<file path="src/rtl/tl_buffer_pkg.sv">
// Shared TileLink channel payload types and the skid-buffer state encoding.
package tl_buffer_pkg;

  localparam int unsigned TL_AW   = 32;
  localparam int unsigned TL_DW   = 32;
  localparam int unsigned TL_SRCW = 8;
  localparam int unsigned TL_SNKW = 8;

  typedef struct packed {
    logic [2:0]         opcode;
    logic [2:0]         param;
    logic [2:0]         size;
    logic [TL_SRCW-1:0] source;
    logic [TL_AW-1:0]   address;
    logic [TL_DW/8-1:0] mask;
    logic [TL_DW-1:0]   data;
    logic               corrupt;
  } tl_a_chan_t;

  typedef struct packed {
    logic [2:0]         opcode;
    logic [2:0]         param;
    logic [2:0]         size;
    logic [TL_SRCW-1:0] source;
    logic [TL_AW-1:0]   address;
    logic [TL_DW/8-1:0] mask;
    logic [TL_DW-1:0]   data;
    logic               corrupt;
  } tl_b_chan_t;

  typedef struct packed {
    logic [2:0]         opcode;
    logic [2:0]         param;
    logic [2:0]         size;
    logic [TL_SRCW-1:0] source;
    logic [TL_AW-1:0]   address;
    logic [TL_DW-1:0]   data;
    logic               corrupt;
  } tl_c_chan_t;

  typedef struct packed {
    logic [2:0]         opcode;
    logic [1:0]         param;
    logic [2:0]         size;
    logic [TL_SRCW-1:0] source;
    logic [TL_SNKW-1:0] sink;
    logic               denied;
    logic [TL_DW-1:0]   data;
    logic               corrupt;
  } tl_d_chan_t;

  typedef struct packed {
    logic [TL_SNKW-1:0] sink;
  } tl_e_chan_t;

  // Encoding is {main_v, skid_v} so the handshake outputs are plain state bits.
  typedef enum logic [1:0] {
    SB_EMPTY = 2'b00,
    SB_ONE   = 2'b10,
    SB_TWO   = 2'b11
  } skid_state_e;

endpackage

</file>
<file path="src/rtl/tl_bus.sv">
// TileLink bus bundle: five valid/ready channels with struct payloads.
interface TL_BUS;
  import tl_buffer_pkg::*;

  logic       a_valid, a_ready;
  tl_a_chan_t a_bits;
  logic       b_valid, b_ready;
  tl_b_chan_t b_bits;
  logic       c_valid, c_ready;
  tl_c_chan_t c_bits;
  logic       d_valid, d_ready;
  tl_d_chan_t d_bits;
  logic       e_valid, e_ready;
  tl_e_chan_t e_bits;

  modport Master (
    output a_valid, a_bits, input  a_ready,
    input  b_valid, b_bits, output b_ready,
    output c_valid, c_bits, input  c_ready,
    input  d_valid, d_bits, output d_ready,
    output e_valid, e_bits, input  e_ready
  );

  modport Slave (
    input  a_valid, a_bits, output a_ready,
    output b_valid, b_bits, input  b_ready,
    input  c_valid, c_bits, output c_ready,
    output d_valid, d_bits, input  d_ready,
    input  e_valid, e_bits, output e_ready
  );
endinterface

</file>
<file path="src/rtl/tl_buffer_skid_buf.sv">
// Two-entry skid buffer: every output is a register; only in_ready sees rst_ni combinationally.
module tl_skid_buf
  import tl_buffer_pkg::*;
#(
  parameter type T = logic
) (
  input  logic clk_i,
  input  logic rst_ni,
  input  logic in_valid,
  output logic in_ready,
  input  T     in_bits,
  output logic out_valid,
  input  logic out_ready,
  output T     out_bits
);

  skid_state_e r_state;
  T            r_main_q;
  T            r_skid_q;
  logic        w_acc_in;
  logic        w_acc_out;

  assign in_ready  = ~r_state[0] & rst_ni;
  assign out_valid = r_state[1];
  assign out_bits  = r_main_q;
  assign w_acc_in  = in_valid & in_ready;
  assign w_acc_out = out_valid & out_ready;

  // Payload registers load only on accept and are deliberately left out of reset.
  always_ff @(posedge clk_i) begin
    if (!rst_ni) begin
      r_state <= SB_EMPTY;
    end else begin
      unique case (r_state)
        SB_EMPTY: begin
          if (w_acc_in) begin
            r_state  <= SB_ONE;
            r_main_q <= in_bits;
          end
        end
        SB_ONE: begin
          if (w_acc_in && w_acc_out) begin
            r_main_q <= in_bits;
          end else if (w_acc_in) begin
            r_state  <= SB_TWO;
            r_skid_q <= in_bits;
          end else if (w_acc_out) begin
            r_state  <= SB_EMPTY;
          end
        end
        SB_TWO: begin
          if (w_acc_out) begin
            r_state  <= SB_ONE;
            r_main_q <= r_skid_q;
          end
        end
        default: r_state <= SB_EMPTY;
      endcase
    end
  end

endmodule

</file>
<file path="src/rtl/tl_buffer.sv">
// Registered TileLink slice: A/C/E flow slv->mst, B/D flow mst->slv, each optionally skid-buffered.
module tl_buffer
  import tl_buffer_pkg::*;
#(
  parameter bit BUF_A = 1'b1,
  parameter bit BUF_B = 1'b1,
  parameter bit BUF_C = 1'b1,
  parameter bit BUF_D = 1'b1,
  parameter bit BUF_E = 1'b1
) (
  input logic   clk_i,
  input logic   rst_ni,
  TL_BUS.Slave  slv,
  TL_BUS.Master mst
);

  if (BUF_A) begin : g_a
    tl_skid_buf #(.T(tl_a_chan_t)) u_buf (
      .clk_i(clk_i), .rst_ni(rst_ni),
      .in_valid(slv.a_valid), .in_ready(slv.a_ready), .in_bits(slv.a_bits),
      .out_valid(mst.a_valid), .out_ready(mst.a_ready), .out_bits(mst.a_bits)
    );
  end else begin : g_a_wire
    assign mst.a_valid = slv.a_valid;
    assign mst.a_bits  = slv.a_bits;
    assign slv.a_ready = mst.a_ready;
  end

  if (BUF_B) begin : g_b
    tl_skid_buf #(.T(tl_b_chan_t)) u_buf (
      .clk_i(clk_i), .rst_ni(rst_ni),
      .in_valid(mst.b_valid), .in_ready(mst.b_ready), .in_bits(mst.b_bits),
      .out_valid(slv.b_valid), .out_ready(slv.b_ready), .out_bits(slv.b_bits)
    );
  end else begin : g_b_wire
    assign slv.b_valid = mst.b_valid;
    assign slv.b_bits  = mst.b_bits;
    assign mst.b_ready = slv.b_ready;
  end

  if (BUF_C) begin : g_c
    tl_skid_buf #(.T(tl_c_chan_t)) u_buf (
      .clk_i(clk_i), .rst_ni(rst_ni),
      .in_valid(slv.c_valid), .in_ready(slv.c_ready), .in_bits(slv.c_bits),
      .out_valid(mst.c_valid), .out_ready(mst.c_ready), .out_bits(mst.c_bits)
    );
  end else begin : g_c_wire
    assign mst.c_valid = slv.c_valid;
    assign mst.c_bits  = slv.c_bits;
    assign slv.c_ready = mst.c_ready;
  end

  if (BUF_D) begin : g_d
    tl_skid_buf #(.T(tl_d_chan_t)) u_buf (
      .clk_i(clk_i), .rst_ni(rst_ni),
      .in_valid(mst.d_valid), .in_ready(mst.d_ready), .in_bits(mst.d_bits),
      .out_valid(slv.d_valid), .out_ready(slv.d_ready), .out_bits(slv.d_bits)
    );
  end else begin : g_d_wire
    assign slv.d_valid = mst.d_valid;
    assign slv.d_bits  = mst.d_bits;
    assign mst.d_ready = slv.d_ready;
  end

  if (BUF_E) begin : g_e
    tl_skid_buf #(.T(tl_e_chan_t)) u_buf (
      .clk_i(clk_i), .rst_ni(rst_ni),
      .in_valid(slv.e_valid), .in_ready(slv.e_ready), .in_bits(slv.e_bits),
      .out_valid(mst.e_valid), .out_ready(mst.e_ready), .out_bits(mst.e_bits)
    );
  end else begin : g_e_wire
    assign mst.e_valid = slv.e_valid;
    assign mst.e_bits  = slv.e_bits;
    assign slv.e_ready = mst.e_ready;
  end

endmodule
</file>
<file path="src/flat_wrapper.sv">
// flat-port wrapper written by rule: the top's interface ports become plain ports
module tl_buffer_flat import tl_buffer_pkg::*;
#(
  parameter bit BUF_A = 1'b1,
  parameter bit BUF_B = 1'b1,
  parameter bit BUF_C = 1'b1,
  parameter bit BUF_D = 1'b1,
  parameter bit BUF_E = 1'b1
)
  (clk_i, rst_ni, slv_a_valid, slv_a_bits, slv_a_ready, slv_b_valid, slv_b_bits, slv_b_ready, slv_c_valid, slv_c_bits, slv_c_ready, slv_d_valid, slv_d_bits, slv_d_ready, slv_e_valid, slv_e_bits, slv_e_ready, mst_a_valid, mst_a_bits, mst_a_ready, mst_b_valid, mst_b_bits, mst_b_ready, mst_c_valid, mst_c_bits, mst_c_ready, mst_d_valid, mst_d_bits, mst_d_ready, mst_e_valid, mst_e_bits, mst_e_ready);
  TL_BUS slv_i ();
  TL_BUS mst_i ();
  input logic clk_i;
  input logic rst_ni;
  input wire logic [$bits(slv_i.a_valid)-1:0] slv_a_valid;
  input wire logic [$bits(slv_i.a_bits)-1:0] slv_a_bits;
  output wire logic [$bits(slv_i.a_ready)-1:0] slv_a_ready;
  output wire logic [$bits(slv_i.b_valid)-1:0] slv_b_valid;
  output wire logic [$bits(slv_i.b_bits)-1:0] slv_b_bits;
  input wire logic [$bits(slv_i.b_ready)-1:0] slv_b_ready;
  input wire logic [$bits(slv_i.c_valid)-1:0] slv_c_valid;
  input wire logic [$bits(slv_i.c_bits)-1:0] slv_c_bits;
  output wire logic [$bits(slv_i.c_ready)-1:0] slv_c_ready;
  output wire logic [$bits(slv_i.d_valid)-1:0] slv_d_valid;
  output wire logic [$bits(slv_i.d_bits)-1:0] slv_d_bits;
  input wire logic [$bits(slv_i.d_ready)-1:0] slv_d_ready;
  input wire logic [$bits(slv_i.e_valid)-1:0] slv_e_valid;
  input wire logic [$bits(slv_i.e_bits)-1:0] slv_e_bits;
  output wire logic [$bits(slv_i.e_ready)-1:0] slv_e_ready;
  output wire logic [$bits(mst_i.a_valid)-1:0] mst_a_valid;
  output wire logic [$bits(mst_i.a_bits)-1:0] mst_a_bits;
  input wire logic [$bits(mst_i.a_ready)-1:0] mst_a_ready;
  input wire logic [$bits(mst_i.b_valid)-1:0] mst_b_valid;
  input wire logic [$bits(mst_i.b_bits)-1:0] mst_b_bits;
  output wire logic [$bits(mst_i.b_ready)-1:0] mst_b_ready;
  output wire logic [$bits(mst_i.c_valid)-1:0] mst_c_valid;
  output wire logic [$bits(mst_i.c_bits)-1:0] mst_c_bits;
  input wire logic [$bits(mst_i.c_ready)-1:0] mst_c_ready;
  input wire logic [$bits(mst_i.d_valid)-1:0] mst_d_valid;
  input wire logic [$bits(mst_i.d_bits)-1:0] mst_d_bits;
  output wire logic [$bits(mst_i.d_ready)-1:0] mst_d_ready;
  output wire logic [$bits(mst_i.e_valid)-1:0] mst_e_valid;
  output wire logic [$bits(mst_i.e_bits)-1:0] mst_e_bits;
  input wire logic [$bits(mst_i.e_ready)-1:0] mst_e_ready;
  assign slv_i.a_valid = slv_a_valid;
  assign slv_i.a_bits = slv_a_bits;
  assign slv_a_ready = slv_i.a_ready;
  assign slv_b_valid = slv_i.b_valid;
  assign slv_b_bits = slv_i.b_bits;
  assign slv_i.b_ready = slv_b_ready;
  assign slv_i.c_valid = slv_c_valid;
  assign slv_i.c_bits = slv_c_bits;
  assign slv_c_ready = slv_i.c_ready;
  assign slv_d_valid = slv_i.d_valid;
  assign slv_d_bits = slv_i.d_bits;
  assign slv_i.d_ready = slv_d_ready;
  assign slv_i.e_valid = slv_e_valid;
  assign slv_i.e_bits = slv_e_bits;
  assign slv_e_ready = slv_i.e_ready;
  assign mst_a_valid = mst_i.a_valid;
  assign mst_a_bits = mst_i.a_bits;
  assign mst_i.a_ready = mst_a_ready;
  assign mst_i.b_valid = mst_b_valid;
  assign mst_i.b_bits = mst_b_bits;
  assign mst_b_ready = mst_i.b_ready;
  assign mst_c_valid = mst_i.c_valid;
  assign mst_c_bits = mst_i.c_bits;
  assign mst_i.c_ready = mst_c_ready;
  assign mst_i.d_valid = mst_d_valid;
  assign mst_i.d_bits = mst_d_bits;
  assign mst_d_ready = mst_i.d_ready;
  assign mst_e_valid = mst_i.e_valid;
  assign mst_e_bits = mst_i.e_bits;
  assign mst_i.e_ready = mst_e_ready;
  tl_buffer #(.BUF_A(BUF_A), .BUF_B(BUF_B), .BUF_C(BUF_C), .BUF_D(BUF_D), .BUF_E(BUF_E)) u_core (.clk_i(clk_i), .rst_ni(rst_ni), .slv(slv_i), .mst(mst_i));
endmodule
</file>
<file path="config.mk">
export PLATFORM = sky130hd
export DESIGN_NAME = tl_buffer_flat
export DESIGN_NICKNAME = d
export VERILOG_FILES = /design/src/rtl/tl_buffer_pkg.sv /design/src/rtl/tl_bus.sv /design/src/rtl/tl_buffer_skid_buf.sv /design/src/rtl/tl_buffer.sv /design/src/flat_wrapper.sv
export SDC_FILE = /design/constraint.sdc
export NUM_CORES = 1
export LEC_CHECK = 0
export BUFFER_PORTS_ARGS = -buffer_cell sky130_fd_sc_hd__buf_2
export CORE_AREA = 2 2 254 256
export DETAILED_ROUTE_END_ITERATION = 16
export DIE_AREA = 0 0 256 258
export HOLD_SLACK_MARGIN = 0.15
export SETUP_SLACK_MARGIN = 0.1
export SYNTH_ARGS = -nofsm -noshare
export SYNTH_HDL_FRONTEND = slang
export SYNTH_SLANG_ARGS = --single-unit
</file>
<file path="constraint.sdc">
create_clock -name clk_i -period 20.4 [get_ports clk_i]
set_input_delay 1.02 -clock clk_i [delete_from_list [all_inputs] [get_ports clk_i]]
set_output_delay 1.02 -clock clk_i [all_outputs]
set_load 0.05 [all_outputs]
</file>
== Yosys cells after proc, flatten, opt, wreduce, memory -nomap -nowiden ==
Index checks and enable logic that the tools add are counted.
Widths: inputs -> output; s select.

* Memories kept: 0
* Output and inout port bits: 330
* ROM bits: 0
* Bits in registers: 650
* Bits in latches: 0
* RAM bits: 0
* Input bits: 332

* Add/subtract/negate cells: 0
* Bitwise logic cells: 25
* Reductions and logical operators: 30
* Multiply operators: 0
* Eq/ne operators: 35
* Muxes and demuxes: 50
* Div/mod/pow operators: 0
* Shift operators: 0
* Order comparisons: 0

{| class="wikitable"
|+ Operators by type and width
! kind !! number
|-
| $mux 86 || 6
|-
| $pmux 86 s3 || 2
|-
| $mux 82 || 3
|-
| $pmux 82 s3 || 1
|-
| $mux 58 || 3
|-
| $pmux 58 s3 || 1
|-
| $mux 2 || 25
|-
| $ne 2x2->1 const B || 20
|-
| $reduce_and 4->1 || 10
|-
| $pmux 2 s3 || 5
|-
| $reduce_and 5->1 || 5
|-
| $mux 8 || 3
|-
| $pmux 8 s3 || 1
|-
| $eq 2x2->1 const B || 10
|-
| $and 1x1->1 || 15
|-
| $ne 3x3->1 const B || 5
|-
| $reduce_bool 3->1 || 5
|-
| $logic_not 2->1 || 5
|-
| $not 1->1 || 10
|-
| $logic_and 1x1->1 || 5
|}

== Logic depth before layout (Yosys ltp) ==
* Depth in word-level cells: 6
* Depth in mapped cells: 6
* Depth with buffers taken out: 6

== By module ==
Synthesis repeated with hierarchy kept, for this count alone.

* Cell total of the unflattened synthesis: 1137
* Area, all modules: 24222.0 sq um

{| class="wikitable"
|+ Modules (own cells, without submodules)
! module !! cells each !! sequential area each (sq um) !! area an instance (sq um) !! instances
|-
| tl_skid_buf at u_core.g_a.u_buf ... || 296 || 5205.0 || 6437.4 || 2
|-
| tl_skid_buf at u_core.g_c.u_buf || 283 || 4964.8 || 6122.1 || 1
|-
| tl_skid_buf at u_core.g_d.u_buf || 209 || 3523.4 || 4405.5 || 1
|-
| tl_skid_buf at u_core.g_e.u_buf || 53 || 520.5 || 819.5 || 1
|}

== Least setup slack after synthesis ==
OpenSTA, ideal clock, no wires.

* Path kind: input to register
* From: input rst_ni
* To: register u_core.g_a.u_buf.r_main_q, in the netlist u_core.g_a.u_buf.out_bits[0] (enable)
* Setup time: 637 ps
* Path slack: 12514 ps
* Path buffers: 2
* Arrival time: 7250 ps
* Cell stages on the path: 4
* Cell sequence: buf_6 inv_1 buf_2 nor3_1

* Longest elaborated chain between the ends: 5
* Elaborated cells on any way between the ends: 6
* Classes of those cells: 2 x eq/ne; 2 x bitwise; 2 x reduce/logical

{| class="wikitable"
|+ RTL lines
! what !! RTL line !! RTL
|-
| start, declared || flat_wrapper.sv:14 || <nowiki>input logic rst_ni;</nowiki>
|-
| $and 1x1->1 || tl_buffer_skid_buf.sv:23 || <nowiki>assign in_ready = ~r_state[0] & rst_ni;</nowiki>
|-
| $and 1x1->1 || tl_buffer_skid_buf.sv:26 || <nowiki>assign w_acc_in = in_valid & in_ready;</nowiki>
|-
| $logic_and 1x1->1 || tl_buffer_skid_buf.sv:42 || <nowiki>if (w_acc_in && w_acc_out) begin</nowiki>
|-
| $ne 2x2->1 (no line) || -- ||
|-
| $reduce_and 5->1 (no line) * || -- ||
|-
| end signal, assigned || tl_buffer_skid_buf.sv:38 || <nowiki>r_main_q <= in_bits;</nowiki>
|-
| end signal, assigned || tl_buffer_skid_buf.sv:43 || <nowiki>r_main_q <= in_bits;</nowiki>
|-
| end signal, assigned || tl_buffer_skid_buf.sv:54 || <nowiki>r_main_q <= r_skid_q;</nowiki>
|-
| end, declared || tl_buffer_skid_buf.sv:18 || <nowiki>T r_main_q;</nowiki>
|}

Every way passes the cells marked *; elsewhere a longest branch is shown, timed or not.
A chain may end at the register's enable or synchronous reset.

== Worst setup path in the final report ==
* From: input rst_ni
* To: output slv_e_ready

* Longest elaborated chain between the ends: 1

{| class="wikitable"
|+ RTL lines
! what !! RTL line !! RTL
|-
| $and 1x1->1 || tl_buffer_skid_buf.sv:23 ||
|-
| end, declared || flat_wrapper.sv:29 || <nowiki>output wire logic [$bits(slv_i.e_ready)-1:0] slv_e_ready;</nowiki>
|}

Every way passes these cells.

==> metrics.md <==
| Metric | Value |
|---|---|
| Setup crit end | slv_e_ready |
| Antenna violations before repair | 22 |
| CP max FO | 20 |
| Net switching power | 1.31 mW |
| Post-Route WL | 58200 um |
| CTS clk-pin slew, worst paths | 60 ps |
| Largest area contributor in the netlist | edfxtp_1 |
| Placed inst area | 28600 um^2 |
| Site row count | 93 |
| Setup violators final | 0 |
| Inserted Clock Buffers | 72 |
| Post-CTS Setup Bufs | 0 |
| Die W | 256 um |
| # hold bufs at CTS | 0 |
| H-tree depth | 3 |
| Clock Latency Late Sink | 600 ps |
| Post-Syn Nets | 1494 |
| Sw Share | 32.9% |
| Seq cells post-synth | 650 |
| Commonest non-fill, non-tap cells in the layout | 661 x buf_2, 640 x edfxtp_1, 320 x mux2_2, 74 x clkbuf_16, 17 x ha_1 |
| Final Max Tran Viols | 0 |
| RSZ-0062 raised after global routing | false |
| Lkg Pwr | 11.3 nW |
| Vias in the first global route | 13991 |
| Root Buffer | clkbuf_16 |
| Worst Path Required | 19380 ps |
| Gate power share | 23.9% |
| Synth warn | 0 |
| Fin crit period | 3190 ps |
| Register area share after synthesis | 80.2% |
| Die H | 258 um |
| Cell Area, Synth | 24200 um^2 |
| Hold Path Class | flop to flop |
| Gr ovfl total | 0 |
| Post-route DRC | 0 |
| Worst setup startpoint | rst_ni |
| Drt wl/cell | 20.9 um |
| CTS Sinks | 650 |
| Worst EP arrival | 2170 ps |
| Post-Syn Instances | 1141 |
| Startpoint types | primary input |
| Reg2reg end | u_core.g_a.u_buf.out_bits[72]$_DFFE_PP_ |
| Sequential power share | 44.6% |
| Vias per cell | 4.75 |
| Layout cell share with drive strength beyond 1 | 58.9% |
| FF-to-FF path depth | 7 |
| Initial Util | 38.0% |
| Fin crit share | 15.6% |
| Total number of vias | 13194 |
| Synth cell types | 45 |
| Clock network power share | 31.4% |
| Top cells by area, synth | edfxtp_1 79%, mux2_2 15%, ha_1 1.1% |
| Achievable frequency | 314 MHz |
| Die area | 66000 um^2 |
| Outcome | finished clean |
| Pint | 2.66 mW |
| Fillers | 5466 |
| Leading cell type in the layout, fill and taps excluded | buf_2 |
| CP Capture Type | output pin |
| CTS tree | yes |
| Final setup TNS | 0 ps |
| Final Skew | 20.8 ps |
| GP Congestion | 0.829 |
| Pwr dens | 128 nW/um^2 |
| Final Hold Fails | 0 |
| Global-route wire length before repair | 85100 um |
| Avg Cell Area, Syn | 21.2 um^2 |
| Detail Route Antenna Nets | 0 |
| # port buffers | 661 |
| Area Overhead vs Synth | 27.6% |
| Max Cap Viol | 0 |
| Top Ports | 662 |
| Hold path cells | 1 |
| VDD IR max | 0.107 mV |
| Post-CTS Resized | 0 |
| First-pass detailed-route iteration total | 5 |
| Reg2Reg Setup Slack | 17560 ps |
| Clock Tree Buf Depth | 3 |
| CP Class | primary input to output pin |
| Slew @ Worst Pin | 1120 ps |
| Worst R2R Start | u_core.g_a.u_buf.r_state[1]$_SDFFE_PN0P_ |
| Final HPWL DP | 40000 um |
| Slew Limit Headroom | 25.4% |
| Initial DRC Count | 914 |
| Area of the core | 63600 um^2 |
| Final nets | 2204 |
| All-Layer GR Usage | 16.9% |
| Design area | 30900 um^2 |
| Yosys top cell area share | 79.4% |
| Largest net degree at the start of global routing | 81 |
## cell families (layout without fill, tap and decap cells)
group                      after synthesis  after routing  synth area share, %
buffers and inverters                   52            814                 1.09
DFF                                    650            650                 80.2
AOI/OAI and AO/OA                       31             31                0.956
xor gates and xnor gates                 1              1               0.0362
and+or+nand+nor                         61             61                 1.52
muxes                                  325            325                 15.1
other                                    0             19                    0
adders and majority gates               21             21                 1.09
## metal layers
| layer | vias up | track usage, % | routed length, um |
|---|---|---|---|
| met4 | 4 | 9.44 | 2330 |
| met3 | 114 | 4.52 | 3600 |
| met1 | 6606 | 19.1 | 22000 |
| li1 | 6009 | - | - |
| met5 | - | 0 | 27 |
| met2 | 461 | 29.3 | 30200 |
## power groups by stage
stage | Clock, mW | Sequential [mW] | Combinational (mW)
2_1_floorplan | 0 | 2.23 | 0.278
3_3_place_gp | 0 | 1.80 | 0.948
3_5_place_dp | 0 | 1.80 | 0.962
4_1_cts | 1.29 | 1.77 | 0.964
5_1_grt | 1.33 | 1.79 | 0.999
6_report | 1.25 | 1.77 | 0.949
## through the flow
step / utilization, % / std cells / hold slack (ps) / power, mW / setup slack (ps)
floorplan: - / 1141 / 483 / 2.51 / 12510
global placement: 44.9 / 2632 / 525 / 2.75 / 16700
detailed placement: 44.9 / 2632 / 531 / 2.76 / 16630
CTS: 48.5 / 2758 / 536 / 4.02 / 17190
global route: 48.5 / 2777 / 553 / 4.12 / 17040
finish: 48.5 / 2777 / 534 / 3.97 / 17210
## synth_stat cells (all sizes together)
cell type	number
or2	2
a32oi	2
mux2	321
and2	1
dfxtp	10
nor3	3
or3b	3
a21o	1
nand3b	7
a22oi	4
a31o	1
nand3	5
buf	39
and3	3
clkbuf	1
nand2	17
mux2i	4
o211a	2
o2111a	1
o21a	1
nand4b	3
a21oi	7
o21ai	6
a41oi	2
ha	21
nand2b	2
and2b	1
a221o	1
a211oi	2
nor2	12
edfxtp	640
inv	12
xnor2	1
nand4	2
a21boi	1
## critical path: stages
cell    delay [ps]
buf_2          430
inv_1           80
buf_4          220
nor2_1         110
buf_2          280
## final cells by class
class	instances	area [um^2]	share of cell area (%)
clock buffers	95	1980	6.41
well taps	855	1070	3.46
repair buffers	676	3420	11.1
clock inverters	31	284	0.919
flip-flops and latches	650	19400	62.9
inverters	12	45.0	0.146
multi-input cells	439	4630	15.0
diodes	19	47.5	0.154
## sequential cells by signal, indices dropped and copies added (netlist names)
signal	flops
u_core.g_a.u_buf.r_state	2
u_core.g_b.u_buf.out_bits	86
u_core.g_e.u_buf.r_skid_q	8
u_core.g_e.u_buf.r_state	2
u_core.g_c.u_buf.r_state	2
u_core.g_d.u_buf.r_skid_q	58
u_core.g_a.u_buf.r_skid_q	86
u_core.g_b.u_buf.r_skid_q	86
u_core.g_c.u_buf.out_bits	82
u_core.g_e.u_buf.out_bits	8
u_core.g_d.u_buf.r_state	2
u_core.g_a.u_buf.out_bits	86
u_core.g_c.u_buf.r_skid_q	82
u_core.g_d.u_buf.out_bits	58
u_core.g_b.u_buf.r_state	2
## how the worst min path moves through the flow
stage                                                        start                                       end  slack (ps)
after floorplan           u_core.g_a.u_buf.r_state[0]$_SDFFE_PN0P_  u_core.g_a.u_buf.r_state[0]$_SDFFE_PN0P_         480
after global placement     u_core.g_a.u_buf.r_skid_q[47]$_DFFE_PP_   u_core.g_a.u_buf.out_bits[47]$_DFFE_PP_         530
after detailed placement   u_core.g_c.u_buf.r_skid_q[51]$_DFFE_PP_   u_core.g_c.u_buf.out_bits[51]$_DFFE_PP_         530
after CTS                  u_core.g_c.u_buf.r_skid_q[33]$_DFFE_PP_   u_core.g_c.u_buf.out_bits[33]$_DFFE_PP_         540
after global routing        u_core.g_e.u_buf.r_skid_q[6]$_DFFE_PP_    u_core.g_e.u_buf.out_bits[6]$_DFFE_PP_         550
final                      u_core.g_c.u_buf.r_skid_q[33]$_DFFE_PP_   u_core.g_c.u_buf.out_bits[33]$_DFFE_PP_         530
No activity file was read; power rests on OpenSTA's default activity.
